File: config.mk
export PLATFORM = sky130hd
export DESIGN_NAME = dpi_stream_sequencer
export DESIGN_NICKNAME = d
export VERILOG_FILES = /design/src/rtl/dpi_stream_sequencer.sv
export SDC_FILE = /design/constraint.sdc
export NUM_CORES = 2
export LEC_CHECK = 0
export CORE_MARGIN = 1.5
export CORE_UTILIZATION = 55
export DETAILED_ROUTE_END_ITERATION = 10
export GPL_TIMING_DRIVEN = 0
export PLACE_DENSITY = 0.74
export SYNTH_ARGS = -nofsm -noshare
export SYNTH_HDL_FRONTEND = slang
export SYNTH_SLANG_ARGS = --single-unit
export TNS_END_PERCENT = 30
File: constraint.sdc
create_clock -name clk -period 6.59 [get_ports clk]
set_input_delay 1.318 -clock clk [delete_from_list [all_inputs] [get_ports clk]]
set_output_delay 1.318 -clock clk [all_outputs]
set_load 0.01 [all_outputs]
File: src/rtl/dpi_stream_sequencer.sv
// rtl/dpi_stream_sequencer.sv - flow-key to stream-slot mapper driving the regex matcher control protocol
module dpi_stream_sequencer #(
    parameter int KEY_W    = 16,
    parameter int LOAD_GAP = 2,
    parameter int EOP_GAP  = 3
) (
    input  logic             clk,
    input  logic             rst_n,
    input  logic [7:0]       in_data,
    input  logic             in_valid,
    input  logic             in_sop,
    input  logic             in_eop,
    input  logic [KEY_W-1:0] in_flow_key,
    output logic             in_ready,
    input  logic             flush,
    output logic [7:0]       char_in,
    output logic             char_in_vld,
    output logic             load_state,
    output logic [5:0]       stream_id,
    output logic             new_stream_id,
    output logic             enable,
    output logic             eop,
    output logic [15:0]      drop_count,
    output logic [15:0]      err_count
);

    typedef enum logic [2:0] {
        S_IDLE, S_LOOKUP, S_LOAD, S_WAIT, S_STREAM, S_DRAIN, S_EOP
    } state_t;

    // DRAIN spans the cycle carrying the final character plus EOP_GAP idle cycles.
    localparam logic [7:0] WAIT_LAST  = 8'(LOAD_GAP - 1);
    localparam logic [7:0] DRAIN_LAST = 8'(EOP_GAP);

    state_t           state, state_nxt;
    logic [7:0]       gap_cnt;
    logic [63:0]      tbl_valid;
    logic [KEY_W-1:0] tbl_key [64];
    logic [KEY_W-1:0] key_q;
    logic             flush_pend;
    logic             hit, free;
    logic [5:0]       hit_idx, free_idx;
    logic             idle_err;
    logic             do_flush;
    logic             alloc;

    // Descending scan so the lowest matching / free index is the one left standing.
    always_comb begin
        hit      = 1'b0;
        hit_idx  = 6'd0;
        free     = 1'b0;
        free_idx = 6'd0;
        for (int i = 63; i >= 0; i--) begin
            if (tbl_valid[i] && (tbl_key[i] == key_q)) begin
                hit     = 1'b1;
                hit_idx = 6'(i);
            end
            if (!tbl_valid[i]) begin
                free     = 1'b1;
                free_idx = 6'(i);
            end
        end
    end

    assign idle_err   = (state == S_IDLE) && in_valid && !in_sop;
    assign in_ready   = (state == S_STREAM) || idle_err;
    assign load_state = (state == S_LOAD);
    assign eop        = (state == S_EOP);
    assign alloc      = (state == S_LOOKUP) && !hit && free;
    // A pending flush lands on the EOP->IDLE edge so the current packet keeps its slot.
    assign do_flush   = ((state == S_IDLE) || (state == S_EOP)) && (flush || flush_pend);

    always_comb begin
        state_nxt = state;
        case (state)
            S_IDLE:   if (in_valid && in_sop) state_nxt = S_LOOKUP;
            S_LOOKUP: state_nxt = S_LOAD;
            S_LOAD:   state_nxt = S_WAIT;
            S_WAIT:   if (gap_cnt == WAIT_LAST) state_nxt = S_STREAM;
            S_STREAM: if (in_valid && in_eop) state_nxt = S_DRAIN;
            S_DRAIN:  if (gap_cnt == DRAIN_LAST) state_nxt = S_EOP;
            S_EOP:    state_nxt = S_IDLE;
            default:  state_nxt = S_IDLE;
        endcase
    end

    always_ff @(posedge clk or negedge rst_n) begin
        if (!rst_n) begin
            state         <= S_IDLE;
            gap_cnt       <= 8'd0;
            char_in       <= 8'd0;
            char_in_vld   <= 1'b0;
            stream_id     <= 6'd0;
            new_stream_id <= 1'b0;
            enable        <= 1'b0;
            key_q         <= '0;
            flush_pend    <= 1'b0;
            tbl_valid     <= '0;
            drop_count    <= 16'd0;
            err_count     <= 16'd0;
        end else begin
            state   <= state_nxt;
            gap_cnt <= (state_nxt != state) ? 8'd0 : gap_cnt + 8'd1;

            char_in_vld <= (state == S_STREAM) && in_valid;
            if ((state == S_STREAM) && in_valid) char_in <= in_data;

            if ((state == S_IDLE) && in_valid && in_sop) key_q <= in_flow_key;

            if (idle_err && (err_count != 16'hFFFF)) err_count <= err_count + 16'd1;

            if (state == S_LOOKUP) begin
                if (hit) begin
                    stream_id     <= hit_idx;
                    new_stream_id <= 1'b0;
                    enable        <= 1'b1;
                end else if (free) begin
                    tbl_valid[free_idx] <= 1'b1;
                    stream_id           <= free_idx;
                    new_stream_id       <= 1'b1;
                    enable              <= 1'b1;
                end else begin
                    stream_id     <= 6'd0;
                    new_stream_id <= 1'b0;
                    enable        <= 1'b0;
                    if (drop_count != 16'hFFFF) drop_count <= drop_count + 16'd1;
                end
            end

            if (do_flush) begin
                tbl_valid  <= '0;
                flush_pend <= 1'b0;
            end else if (flush) begin
                flush_pend <= 1'b1;
            end
        end
    end

    always_ff @(posedge clk) begin
        if (alloc) tbl_key[free_idx] <= key_q;
    end

endmodule

==> key figures <==
Detailed routing
  • Routed len/inst: ~30 um
  • Vias: 30,000
  • Via density per instance: 6.13
  • Drt initial violations: 3,860
  • DRT Wirelength: 147 mm
  • DRC viols: 0
  • Post-detailed-route count of antenna-violating nets: 0
  • Drt pass-1 iters: 6

Cells and area
  • Post-Layout Cell Count: ~4,900
  • Area Overhead vs Synth: 13.9%
  • Seq. cell area: 34,300 um2
  • Multi-input logic area: 15,300 um2
  • Fin nets: 3,640
  • Fin area: 57,700 um2
  • # fillers: around 6,500
  • Share of layout cells above drive strength 1: 0.126
  • Ant diodes: 0

Synth
  • Mapped Nets: 3,395
  • Count of flip-flops with a built-in enable after synthesis: 1,024
  • Avg Cell Area, Syn: 15.1 um2
  • Post-synth ARST share: 0.121
  • Synth area leaders: edfxtp_1, xnor2_1, dfrtp_1
  • Sequential share of the synthesized area: 0.676
  • Yosys cell types: 74
  • Yosys reg bits: 1,165
  • Commonest cells post-synth: edfxtp_1, xnor2_1, xor2_1
  • Count leader, synth: edfxtp_1
  • Syn Inst Count: about 3,400
  • Top FF cell, synth: edfxtp_1
  • Share of the synthesized area in the top cell type: 0.607
  • Cell Area, Synth: between 50,000 and 60,000 um2
  • Largest area contributor in the netlist: edfxtp_1
  • Syn. warnings: 0

CTS
  • Clk buf depth: 3
  • CTS-repair resized insts: 0
  • CTS buffer count: approximately 110
  • TritonCTS clock tree: done
  • Hold Buf Count CTS: 0
  • H-Tree Depth: 3
  • Buffer count from post-CTS setup fixing: 0
  • Clock latency on the worst-skew pair: 0.74 ns
  • Clock-pin slew on the worst setup and hold paths: 0.06 ns
  • CTS sink cnt: 1,165
  • Root Driver: clkbuf_16

Placed design
  • Post-DP HPWL: 91.0 mm
  • Post-DP Area: 53,900 um2
  • Cells after DPL: 4,671
  • GPL Wtd Cong: around 1
  • PortBufs: 81

Setup path
  • Critical-path maximum fanout: 36
  • Max incr delay on CP: 1.21 ns
  • CP Cell Sequence: buf_16, buf_6, buf_6, buf_6, buf_4, xnor2_1, nand3_1, nor3_1, nand4_1, nand2_1, nor3_2, nand3b_1, nor2_2, inv_2, nor2_1, nand2_1, nor2_1
  • Crit Path Category: reg -> reg
  • Worst Setup End Kind: flip-flop
  • Slowest cell on the critical path: nor2_1
  • Type of origin of the critical path: flip-flop
  • Cell repeated most along the worst path: buf_6
  • Critical Path RT: 6.93 ns
  • CP arrival: 6.52 ns

Floorplanning
  • Num ports: between 80 and 90
  • Initial core utilization: 0.554
  • Die height: ~310 um
  • Core area: 91,500 um2
  • Die width: 307 um
  • Die ar.: 94,000 um2
  • Num rows: 111

STA
  • Final worst path period share: 0.937
  • F_max: 0.162 GHz
  • Max-slew violations: 0
  • Worst slew margin: 0.0483
  • Hold Fails Final Rpt: 0
  • Tmin final: 6.17 ns
  • Worst-Margin Slew: 1.42 ns
  • Setup Viol. Count Final: 0
  • Setup TNS: 0 ns
  • RSZ-0062 raised after global routing: no
  • Final Skew: around 0.043 ns

Job
  • Maxcap violations: 0

Global route
  • Overflow left after global routing: 0
  • Gr usage total: 0.315
  • Initial antenna violation count: 0
  • Largest net degree at the start of global routing: about 90
  • Global-route wire length before repair: 208 mm
  • Vias in the first global route: 29,600

Worst hold path
  • Worst hold path type: reg -> reg

Power
  • Pwr/cell area: 436 nW/um2
  • LEAKAGE: ~19 nW
  • Worst vdd ir: between 0.0003 and 0.0004 V

Outcome
  • Status: finished clean
-- where the power goes --
group | switching [mW] | internal, mW
clock network | 2.84 | 3.65
logic | 5.57 | 3.02
registers | 0.890 | 9.21
-- layout make-up --
cell class                 instances  area share
tap                             1186      0.0257
buffer                           135      0.0209
inverter                          27     0.00176
clock buffer                     150      0.0532
timing repair buffer             129      0.0275
clock inverter                    66      0.0110
sequential                      1165       0.595
multi-input combinational       2034       0.265
-- critical path, delay by kind of cell, from the launching register on --
kind / cells / cell delay, ns
DFF: 1 / 0.78
buffers and inverters: 6 / 1.59
xor gates and xnor gates: 1 / 0.12
and+or+nand+nor: 10 / 3.18
-- per-layer routing --
metal,vias to the layer above,routed length [um],track usage
met5,-,0,0
li1,12700,-,-
met1,15300,57000,0.427
met2,1661,70100,0.509
met3,292,14800,0.0557
met4,0,5550,0.123
-- path summary, 6_finish.rpt --
path                                        end           start  slack [ns]  cells past startpoint
worst max-delay path            tbl_key[29][13]       key_q[13]        0.42                     17
worst min-delay path             drop_count[11]  drop_count[11]        0.49                      1
worst max register to register  tbl_key[29][13]       key_q[13]        0.42                     17
worst min register to register   drop_count[11]  drop_count[11]        0.49                      1
max in group asynchronous         tbl_valid[61]           rst_n        5.17                      2
min in group asynchronous             key_q[12]           rst_n        0.54                      1
-- cells in the final DEF, fill, tap and decap left out, drive strengths merged, types with 7 or more instances in the layout --
| cell | Yosys | routed |
|---|---|---|
| a21o | 7 | 7 |
| a21oi | 30 | 30 |
| a31oi | 11 | 11 |
| and3 | 16 | 16 |
| and4 | 10 | 10 |
| buf | 119 | 168 |
| bufinv | 0 | 9 |
| clkbuf | 16 | 166 |
| clkdlybuf4s50 | 0 | 80 |
| clkinv | 0 | 50 |
| dfrtp | 141 | 141 |
| edfxtp | 1024 | 1024 |
| inv | 27 | 32 |
| mux2 | 25 | 25 |
| nand2 | 109 | 109 |
| nand2b | 7 | 7 |
| nand3 | 101 | 101 |
| nand4 | 193 | 193 |
| nor2 | 93 | 93 |
| nor2b | 8 | 8 |
| nor3 | 106 | 106 |
| nor4 | 83 | 83 |
| o211ai | 7 | 7 |
| o21a | 49 | 49 |
| o21ai | 46 | 46 |
| xnor2 | 755 | 755 |
| xor2 | 304 | 304 |
-- cell families after synthesis --
logic type,share of synthesized area
AOI/OAI and AO/OA,0.0250
xor gates and xnor gates,0.183
adders and majority gates,0.000988
buffers and inverters,0.0258
DFF,0.676
muxes,0.00555
and+or+nand+nor,0.0833
-- per-stage QoR --
step	worst slack [ns]	util	power [mW]	hold slack [ns]
2_1_floorplan	1.72	-	14.8	0.486
3_3_place_gp	-2.30	0.579	18.4	0.476
3_5_place_dp	0.574	0.589	18.7	0.478
4_1_cts	0.541	0.629	25.1	0.487
5_1_grt	0.278	0.631	25.8	0.508
6_report	0.416	0.631	25.2	0.485
-- sequential cells by signal, summed over array words and instances, names as in the netlist --
signal         flops
char_in            8
tbl_valid         64
tbl_key         1024
err_count         16
key_q             16
stream_id          6
drop_count        16
enable             1
flush_pend         1
state              3
new_stream_id      1
char_in_vld        1
gap_cnt            8
Power figures use the tool's default switching activity.
